## src/rtl/circular_shift_sched_pkg.sv

```systemverilog
// Shared constants, FSM state type, latency-pipe payload and the mod-SIZE reducer
// for the 257-point circular shift scheduler.
package circular_shift_sched_pkg;

  localparam int unsigned SIZE    = 257;
  localparam int unsigned SHIFT_W = 9;
  localparam int unsigned CNT_W   = 9;
  localparam int unsigned WIDTH   = 32;
  localparam int unsigned SUM_W   = SHIFT_W + 1;

  typedef enum logic [1:0] {
    IDLE  = 2'd0,
    ISSUE = 2'd1,
    DRAIN = 2'd2,
    DONE  = 2'd3
  } state_t;

  typedef struct packed {
    logic             valid;
    logic [CNT_W-1:0] k;
  } pipe_t;

  // One conditional subtract; callers guarantee x < 2*SIZE.
  function automatic logic [SHIFT_W-1:0] mod_size(input logic [SUM_W-1:0] x);
    if (x >= SUM_W'(SIZE)) begin
      return SHIFT_W'(x - SUM_W'(SIZE));
    end
    return SHIFT_W'(x);
  endfunction

endpackage

```

## src/rtl/circular_shift_sched_credit.sv

```systemverilog
// Saturating up/down credit counter; starts full, registered empty/full flags.
module circular_shift_sched_credit #(
  parameter int unsigned CREDITS = 4
) (
  input  logic clk,
  input  logic rst,
  input  logic i_take,
  input  logic i_ret,
  output logic o_empty,
  output logic o_full
);

  localparam int unsigned     CR_W     = $clog2(CREDITS + 1);
  localparam logic [CR_W-1:0] FULL_CNT = CR_W'(CREDITS);

  logic [CR_W-1:0] r_count;
  logic [CR_W-1:0] w_count_next;
  logic            w_inc;
  logic            w_dec;

  // A return while already full has nothing outstanding to retire.
  always_comb begin
    w_inc        = i_ret && (r_count != FULL_CNT);
    w_dec        = i_take && (r_count != '0);
    w_count_next = r_count;
    if (w_inc && !w_dec) begin
      w_count_next = r_count + CR_W'(1);
    end else if (w_dec && !w_inc) begin
      w_count_next = r_count - CR_W'(1);
    end
  end

  always_ff @(posedge clk or posedge rst) begin
    if (rst) begin
      r_count <= FULL_CNT;
      o_empty <= 1'b0;
      o_full  <= 1'b1;
    end else begin
      r_count <= w_count_next;
      o_empty <= (w_count_next == '0);
      o_full  <= (w_count_next == FULL_CNT);
    end
  end

endmodule

```

## src/rtl/circular_shift_sched.sv

```systemverilog
// Issues shift_k = (base + k*stride) mod SIZE to the circular shift datapath,
// tracks results through the datapath latency and throttles with consumer credits.
module circular_shift_sched
  import circular_shift_sched_pkg::*;
#(
  parameter int unsigned LATENCY = 2,
  parameter int unsigned CREDITS = 4
) (
  input  logic               clk,
  input  logic               rst,
  input  logic               start,
  input  logic [SHIFT_W-1:0] base,
  input  logic [SHIFT_W-1:0] stride,
  input  logic [CNT_W-1:0]   count,
  output logic               busy,
  output logic               done,
  output logic [SHIFT_W-1:0] shift_amount,
  output logic               issue_valid,
  output logic               res_valid,
  output logic [CNT_W-1:0]   res_index,
  input  logic               credit_ret
);

  state_t             r_state;
  state_t             w_state_next;
  logic               w_load;
  logic               w_issue;
  logic               w_last;
  logic               w_ret;
  logic               w_pipe_any;
  logic               w_cr_empty;
  logic               w_cr_full;
  logic [SHIFT_W-1:0] r_acc;
  logic [SHIFT_W-1:0] r_stride;
  logic [CNT_W-1:0]   r_count;
  logic [CNT_W-1:0]   r_k;
  logic [CNT_W-1:0]   r_issue_k;
  pipe_t              r_pipe [LATENCY];

  // Consumer returns only count while a run is active.
  assign w_ret = credit_ret && (r_state != IDLE);

  circular_shift_sched_credit #(
    .CREDITS (CREDITS)
  ) u_credit (
    .clk     (clk),
    .rst     (rst),
    .i_take  (w_issue),
    .i_ret   (w_ret),
    .o_empty (w_cr_empty),
    .o_full  (w_cr_full)
  );

  always_comb begin
    w_pipe_any = 1'b0;
    for (int i = 0; i < LATENCY; i++) begin
      w_pipe_any = w_pipe_any | r_pipe[i].valid;
    end
  end

  always_ff @(posedge clk or posedge rst) begin
    if (rst) begin
      r_state <= IDLE;
    end else begin
      r_state <= w_state_next;
    end
  end

  always_comb begin
    w_state_next = r_state;
    w_load       = 1'b0;
    w_issue      = 1'b0;
    w_last       = (r_k == (r_count - CNT_W'(1)));
    case (r_state)
      IDLE: begin
        if (start) begin
          if (count == '0) begin
            w_state_next = DONE;
          end else begin
            w_state_next = ISSUE;
            w_load       = 1'b1;
          end
        end
      end
      ISSUE: begin
        w_issue = !w_cr_empty;
        if (w_issue && w_last) begin
          w_state_next = DRAIN;
        end
      end
      DRAIN: begin
        // The issue register is the first in-flight stage ahead of the pipe.
        if (!issue_valid && !w_pipe_any && w_cr_full) begin
          w_state_next = DONE;
        end
      end
      DONE: begin
        w_state_next = IDLE;
      end
      default: begin
        w_state_next = IDLE;
      end
    endcase
  end

  always_ff @(posedge clk or posedge rst) begin
    if (rst) begin
      busy         <= 1'b0;
      done         <= 1'b0;
      issue_valid  <= 1'b0;
      shift_amount <= '0;
      r_acc        <= '0;
      r_stride     <= '0;
      r_count      <= '0;
      r_k          <= '0;
      r_issue_k    <= '0;
    end else begin
      busy        <= (w_state_next == ISSUE) || (w_state_next == DRAIN);
      done        <= (w_state_next == DONE);
      issue_valid <= w_issue;
      if (w_load) begin
        r_acc    <= mod_size({1'b0, base});
        r_stride <= mod_size({1'b0, stride});
        r_count  <= count;
        r_k      <= '0;
      end else if (w_issue) begin
        shift_amount <= r_acc;
        r_issue_k    <= r_k;
        r_acc        <= mod_size({1'b0, r_acc} + {1'b0, r_stride});
        r_k          <= r_k + CNT_W'(1);
      end
    end
  end

  // Tag pipe mirrors the datapath register stages behind the issue register.
  always_ff @(posedge clk or posedge rst) begin
    if (rst) begin
      for (int i = 0; i < LATENCY; i++) begin
        r_pipe[i] <= '0;
      end
    end else begin
      r_pipe[0] <= '{valid: issue_valid, k: r_issue_k};
      for (int i = 1; i < LATENCY; i++) begin
        r_pipe[i] <= r_pipe[i-1];
      end
    end
  end

  assign res_valid = r_pipe[LATENCY-1].valid;
  assign res_index = r_pipe[LATENCY-1].k;

endmodule
```

## config.mk

```make
export PLATFORM = sky130hd
export DESIGN_NAME = circular_shift_sched
export DESIGN_NICKNAME = d
export VERILOG_FILES = /design/src/rtl/circular_shift_sched_pkg.sv /design/src/rtl/circular_shift_sched_credit.sv /design/src/rtl/circular_shift_sched.sv
export SDC_FILE = /design/constraint.sdc
export NUM_CORES = 1
export LEC_CHECK = 0
export BUFFER_PORTS_ARGS = -buffer_cell sky130_fd_sc_hd__buf_2
export CAP_MARGIN = 20
export CORE_MARGIN = 3
export CORE_UTILIZATION = 27
export CTS_CLUSTER_SIZE = 30
export DETAILED_ROUTE_END_ITERATION = 8
export GPL_TIMING_DRIVEN = 0
export PLACE_DENSITY = 0.42
export SETUP_SLACK_MARGIN = 0.5
export SYNTH_ARGS = -nofsm -noshare
export SYNTH_HDL_FRONTEND = slang
export SYNTH_HIERARCHICAL = 1
export SYNTH_SLANG_ARGS = --single-unit
```

## constraint.sdc

```tcl
create_clock -name clk -period 3.6 [get_ports clk]
set_input_delay 0.72 -clock clk [delete_from_list [all_inputs] [get_ports clk]]
set_output_delay 0.72 -clock clk [all_outputs]
set_load 0.02 [all_outputs]
```

==> results of run 1 <==
## per-layer routing
metal / share of wire, % / up-vias / wire length [um] / GRT usage, %
li1: - / 1926 / - / -
met1: 46 / 1864 / 5630 / 16.5
met2: 50 / 69 / 6130 / 22.0
met3: 3.2 / 8 / 395 / 2.71
met4: 1.1 / 0 / 139 / 3.71
met5: 0 / - / 0 / 0
## power by group through the flow
| stage | Sequential [mW] | Clock, mW | Combinational (mW) |
|---|---|---|---|
| global route | 1.57 | 1.06 | 3.77 |
| detailed placement | 1.55 | 0 | 2.95 |
| global placement | 1.55 | 0 | 2.89 |
| floorplan | 1.52 | 0 | 2.23 |
| CTS | 1.53 | 1.02 | 3.16 |
| finish | 1.52 | 0.986 | 3.41 |
## final cells by class
type / instances / area (um^2)
clock inverters: 5 / 85.1
inverters: 24 / 92.6
flip-flops and latches: 84 / 2110
plain buffers: 32 / 198
repair buffers: 68 / 404
well taps: 225 / 282
clock buffers: 11 / 233
multi-input cells: 372 / 2540
fillers: 1789 / 11400
## worst max-delay path, cell delays in order (launching register included)
cell	delay, ns
dfrtp_2	0.44
ha_4	0.18
fa_2	0.44
inv_2	0.09
ha_4	0.14
or3b_4	0.38
o22ai_4	0.16
a41oi_2	0.06
nand4bb_4	0.25
o32ai_4	0.31
buf_6	0.15
mux2i_2	0.20
o221ai_1	0.13
## state kept, by name, summed over array words and instances, names as in the netlist, 3 cells and up
signal / count
r_count: 9
r_issue_k: 9
shift_amount: 9
r_pipe: 10
res_index: 9
r_acc: 9
u_credit/r_count: 3
r_stride: 9
r_k: 9
## path summary, 6_finish.rpt
kind                            start             endpoint  slack, ns  cells past startpoint
setup / recovery             r_acc[0]             r_acc[1]       0.52                     12
hold / removal                    rst  u_credit/r_count[0]       0.30                      2
setup reg to reg             r_acc[0]             r_acc[1]       0.52                     12
hold reg to reg            r_pipe[15]         res_index[5]       0.35                      0
max in group asynchronous         rst             r_acc[0]       2.67                      3
min in group clk           r_pipe[15]         res_index[5]       0.35                      0
## kinds of logic (layout without fill, tap and decap cells)
kind of cell	Yosys count	count (layout)
AND/OR/NAND/NOR	211	211
AO/OA/AOI/OAI	92	92
flip-flops	84	84
buffers and inverters	56	140
XOR/XNOR	43	43
adder cells (fa/ha/maj)	22	22
multiplexers	4	4
## through the flow
step,cells,setup WS [ns]
5_1_grt,821,0.405
6_report,821,0.515
3_3_place_gp,789,-0.292
2_1_floorplan,512,0.468
3_5_place_dp,790,0.101
4_1_cts,816,0.499
## cell usage after synthesis, types with 4 or more instances
cell type / instances / area (um^2)
nand3_1: 10 / 50.1
ha_1: 21 / 263
or3_1: 4 / 25.0
nor3_1: 18 / 90.1
nand2_1: 105 / 394
nand4_1: 7 / 43.8
a21oi_1: 16 / 80.1
o211ai_1: 5 / 37.5
buf_4: 11 / 82.6
nor4_1: 7 / 43.8
xor2_1: 21 / 184
nor2_1: 28 / 105
a21o_1: 5 / 37.5
o21ai_0: 21 / 105
dfrtp_1: 82 / 2050
clkbuf_1: 15 / 56.3
nor2b_1: 5 / 31.3
inv_1: 24 / 90.1
xnor2_1: 22 / 193
## what timing repair did
action	4_1_cts	5_1_grt
setup buffers	10	5
resized for setup	5	14
endpoints found under the setup margin	9	9
hold buffers	0	0
pin swaps	5	6
==> flow_summary.ini, run 1 <==
[clock_network]
clkSinkCount = 84
numCtsBuffers = 9
worstSkewPairLatency_ns = 0.34
cts_max_level = 3
cts_tree = yes
cts_buffer_depth = 2
cts.clk_slew.worst_paths_ns = 0.06
root_buffer = clkbuf_16

[logic_synthesis]
synth_flop_cell = dfrtp_1
ys_seq_area_share_pct = 43.9
synth_top_family_by_area = simple AND/OR/NAND/NOR gates
synthCells = 512
synth_xor_area_share_pct = 7.85
synth_compound_area_share_pct = 14.6
syn_area_mm2 = 0.00479
synth_mux_area_share_pct = 0.861
async_flop_share_pct = 100
synthAdderAreaFrac_pct = 5.90
synthesis.nets = 565
synth_area_per_cell_um2 = 9.36
ys_seq_elements = 84
ys_types = 77
synth_edf_count = 0
ys_warn_count = 6
yosys.area_share.simple_pct = 20.9

[finish]
drive_gt1_share_pct = 23.7
syn_to_final_growth_pct = 23.9
diodes = 0
layout.cells.most_common = nand2_1
fin_util_pct = 34.2
layout_common_cells = nand2_1, dfrtp_1, buf_2, nor2_1, buf_4
final_nets = 644
final_area_mm2 = 0.00594

[setup_path]
start_kind = flop
arrival_ns = 3.27
criticalPathCategory = reg2reg
cp.required_ns = 3.78
worst-path-max-fanout = 4
end_kind = flop

[timing]
rsz0062_at_grt = true
setup_violations = 0
hold-worst-slack_ns = 0.304
fmax_mhz = 324
final-max-slew-violation-count = 0
finalHoldViolCount = 0
setup-tns-final_ns = 0
slew_headroom_pct = 45.0
tightest_slew_ns = 0.826
period_needed_ns = 3.08
fin_crit_sh_pct = 85.7
skew_ns = 0.00374

[global_routing]
grt_pass1_vias = 3921
grt_pass1_wl_um = 20200
grt_start_max_net_pins = 62
antenna_found_initial = 0
overflow = 0
grt_usage_pct = 12.9

[run_status]
outcome = finished, final reports clean

[worst_hold_path]
hp-class = in2async

[pwr]
pwr_density_cell_mw_per_mm2 = 996
seq_power_share_pct = 25.8
intPower_mw = 3.36
p_leak_nw = 2.76
combPwrFrac_pct = 57.6
switching_power_mw = 2.55
clkPwrFrac_pct = 16.7
power_mw = 5.92
netSwitchingFraction_pct = 43.2
ir_drop_v = 0.000833

[routing]
route.detailed.drc = 0
vias = 3867
vias_per_cell = 4.71
avgRoutedWirePerCell_um = 15.0
dr.pass1.iters = 4
wl_um = 12300
drtIter0Drc = 205
ant_nets = 0

[floorplanning]
die_h_um = 139
rows = 48
core-area_mm2 = 0.0174
pin_count = 53
die_area_mm2 = 0.0194
initial_core_util_pct = 27.6
die_width_um = 139

[placement]
io_buffer_count = 52
dp_hpwl_um = 9210
placed_area_mm2 = 0.00541
gp_congestion = 0.799

[job]
drv_cap = 0
Power figures use the tool's default switching activity.
==> run 2, diff against run 1 <==
Settings changed: CORE_UTILIZATION 27 to 40, PLACE_DENSITY 0.42 to 0.57.
==> run 2 against run 1 <==
Compared with the run above: first-iteration DRC count grew 15%; non-clock buffer count fell by 5; worst setup slack worse by 0.039 ns; via count increased by 0.26%; register-to-register slack got worse by 0.04 ns; sequential power about the same; clock power about the same; largest cell class unchanged.
==> flow_summary.ini, run 2 (synthesis gave the netlist of run 1 again) <==
[setup_path]
end_kind = flop
path_buf_inv = 2
criticalPathCategory = reg2reg
worst-path-max-fanout = 5
cp.required_ns = 3.78
slowest_stage = fa_2
arrival_ns = 3.30
cp_cell_sequence = ha_4 -> fa_2 -> inv_2 -> ha_4 -> or3b_4 -> o22ai_4 -> a41oi_2 -> nand4bb_4 -> o32ai_4 -> buf_4 -> mux2i_1 -> o221ai_1
crit_path_max_incr_delay_ns = 0.45
path_common_cell = ha_4
start_kind = flop
path_delay_family = adder cells

[timing]
skew_ns = 0.00784
slew_headroom_pct = 42.4
period_needed_ns = 3.12
fin_crit_sh_pct = 86.8
setup-tns-final_ns = 0
final.setup.worst_slack_ns = 0.476
final-max-slew-violation-count = 0
hold-worst-slack_ns = 0.301
finalHoldViolCount = 0
tightest_slew_ns = 0.864
setup_violations = 0
rsz0062_at_grt = true
fmax_mhz = 320

[routing]
wl_met3_um = 449
ant_nets = 0
route.detailed.drc = 0
vias_per_cell = 5.28
wl_um = 11100
drtIter0Drc = 235
dr.pass1.iters = 4
avgRoutedWirePerCell_um = 15.1
vias = 3877
wl_met2_um = 5470
wl_met1_um = 5050
top_layer = met4

[floorplanning]
die_h_um = 115
die_width_um = 115
core-area_mm2 = 0.0116
rows = 39
pin_count = 53
die_area_mm2 = 0.0133
initial_core_util_pct = 41.5

[clock_network]
cts_tree = yes
worstSkewPairLatency_ns = 0.33
cts_max_level = 3
clkSinkCount = 84
cts.clk_slew.worst_paths_ns = 0.06
root_buffer = clkbuf_16
numCtsBuffers = 9
ctsHoldBuffers = 0
cts_buffer_depth = 2

[pwr]
pwr_density_cell_mw_per_mm2 = 994
p_leak_nw = 2.73
power_mw = 5.73
ir_drop_v = 0.000306

[job]
drv_cap = 0

[finish]
layout.cells.most_common = nand2_1
syn_to_final_growth_pct = 20.3
layout_common_cells = nand2_1, dfrtp_1, buf_2, nor2_1
final_area_mm2 = 0.00577
top_register = r_pipe
largest_reg_flops = 10
drive_gt1_share_pct = 21.7
final_nets = 639
diodes = 0

[placement]
dp_hpwl_um = 8210
gp_congestion = 0.828
io_buffer_count = 52
placed_area_mm2 = 0.00531
place_ws_ns = 0.175

[run_status]
outcome = finished, final reports clean

[worst_hold_path]
hp-class = in2async

[global_routing]
grt_pass1_wl_um = 17900
grt_start_max_net_pins = 61
grt_usage_pct = 16.9
antenna_found_initial = 0
grt_pass1_vias = 3778
overflow = 0
run 2: final cells by class:
cell class | count | area, um^2
Fill cell | 1099 | 5800
Multi-Input combinational cell | 372 | 2500
Sequential cell | 84 | 2100
Timing Repair Buffer | 63 | 363
Clock buffer | 11 | 243
Buffer | 32 | 198
Tap cell | 143 | 179
Inverter | 24 | 92.6
Clock inverter | 5 | 85.1
run 2: through the flow:
stage	std cells	util [%]
global route	734	49.9
global placement	707	45.7
finish	734	49.9
detailed placement	708	45.9
floorplan	512	-
CTS	731	49.3
run 2: power by group:
group | switching, mW | internal, mW | total, mW
Sequential | 0.263 | 1.26 | 1.52
Clock | 0.375 | 0.631 | 1.01
Combinational | 1.81 | 1.40 | 3.21
run 2: layer usage:
layer | track usage, % | up-vias
met1 | 22.7 | 1870
met2 | 28.5 | 85
met4 | 3.52 | 0
met3 | 3.50 | 7
met5 | 0 | -
li1 | - | 1915
run 2: worst register-to-register path, cell delays in order (launching register included):
cell and delay, ns:
dfrtp_1 0.44, ha_4 0.19, fa_2 0.45, inv_2 0.10
ha_4 0.12, or3b_4 0.38, o22ai_4 0.15, a41oi_2 0.08
nand4bb_4 0.28, o32ai_4 0.31, buf_4 0.19, mux2i_1 0.18
o221ai_1 0.12
run 2: worst paths after layout:
check                                 endpoint        start  slack, ns  cells past startpoint
hold / removal             u_credit/r_count[1]          rst       0.30                      2
max in group asynchronous         r_issue_k[7]          rst       2.69                      3
setup / recovery                      r_acc[1]  r_stride[0]       0.48                     12
hold reg to reg                   res_index[6]   r_pipe[16]       0.35                      0
setup reg to reg                      r_acc[1]  r_stride[0]       0.48                     12
min in group clk                  res_index[6]   r_pipe[16]       0.35                      0
run 2: what timing repair did:
item,4_1_cts,5_1_grt
setup buffers,7,3
setup endpoints to repair,7,8
pin swaps,7,1
resized for setup,2,7
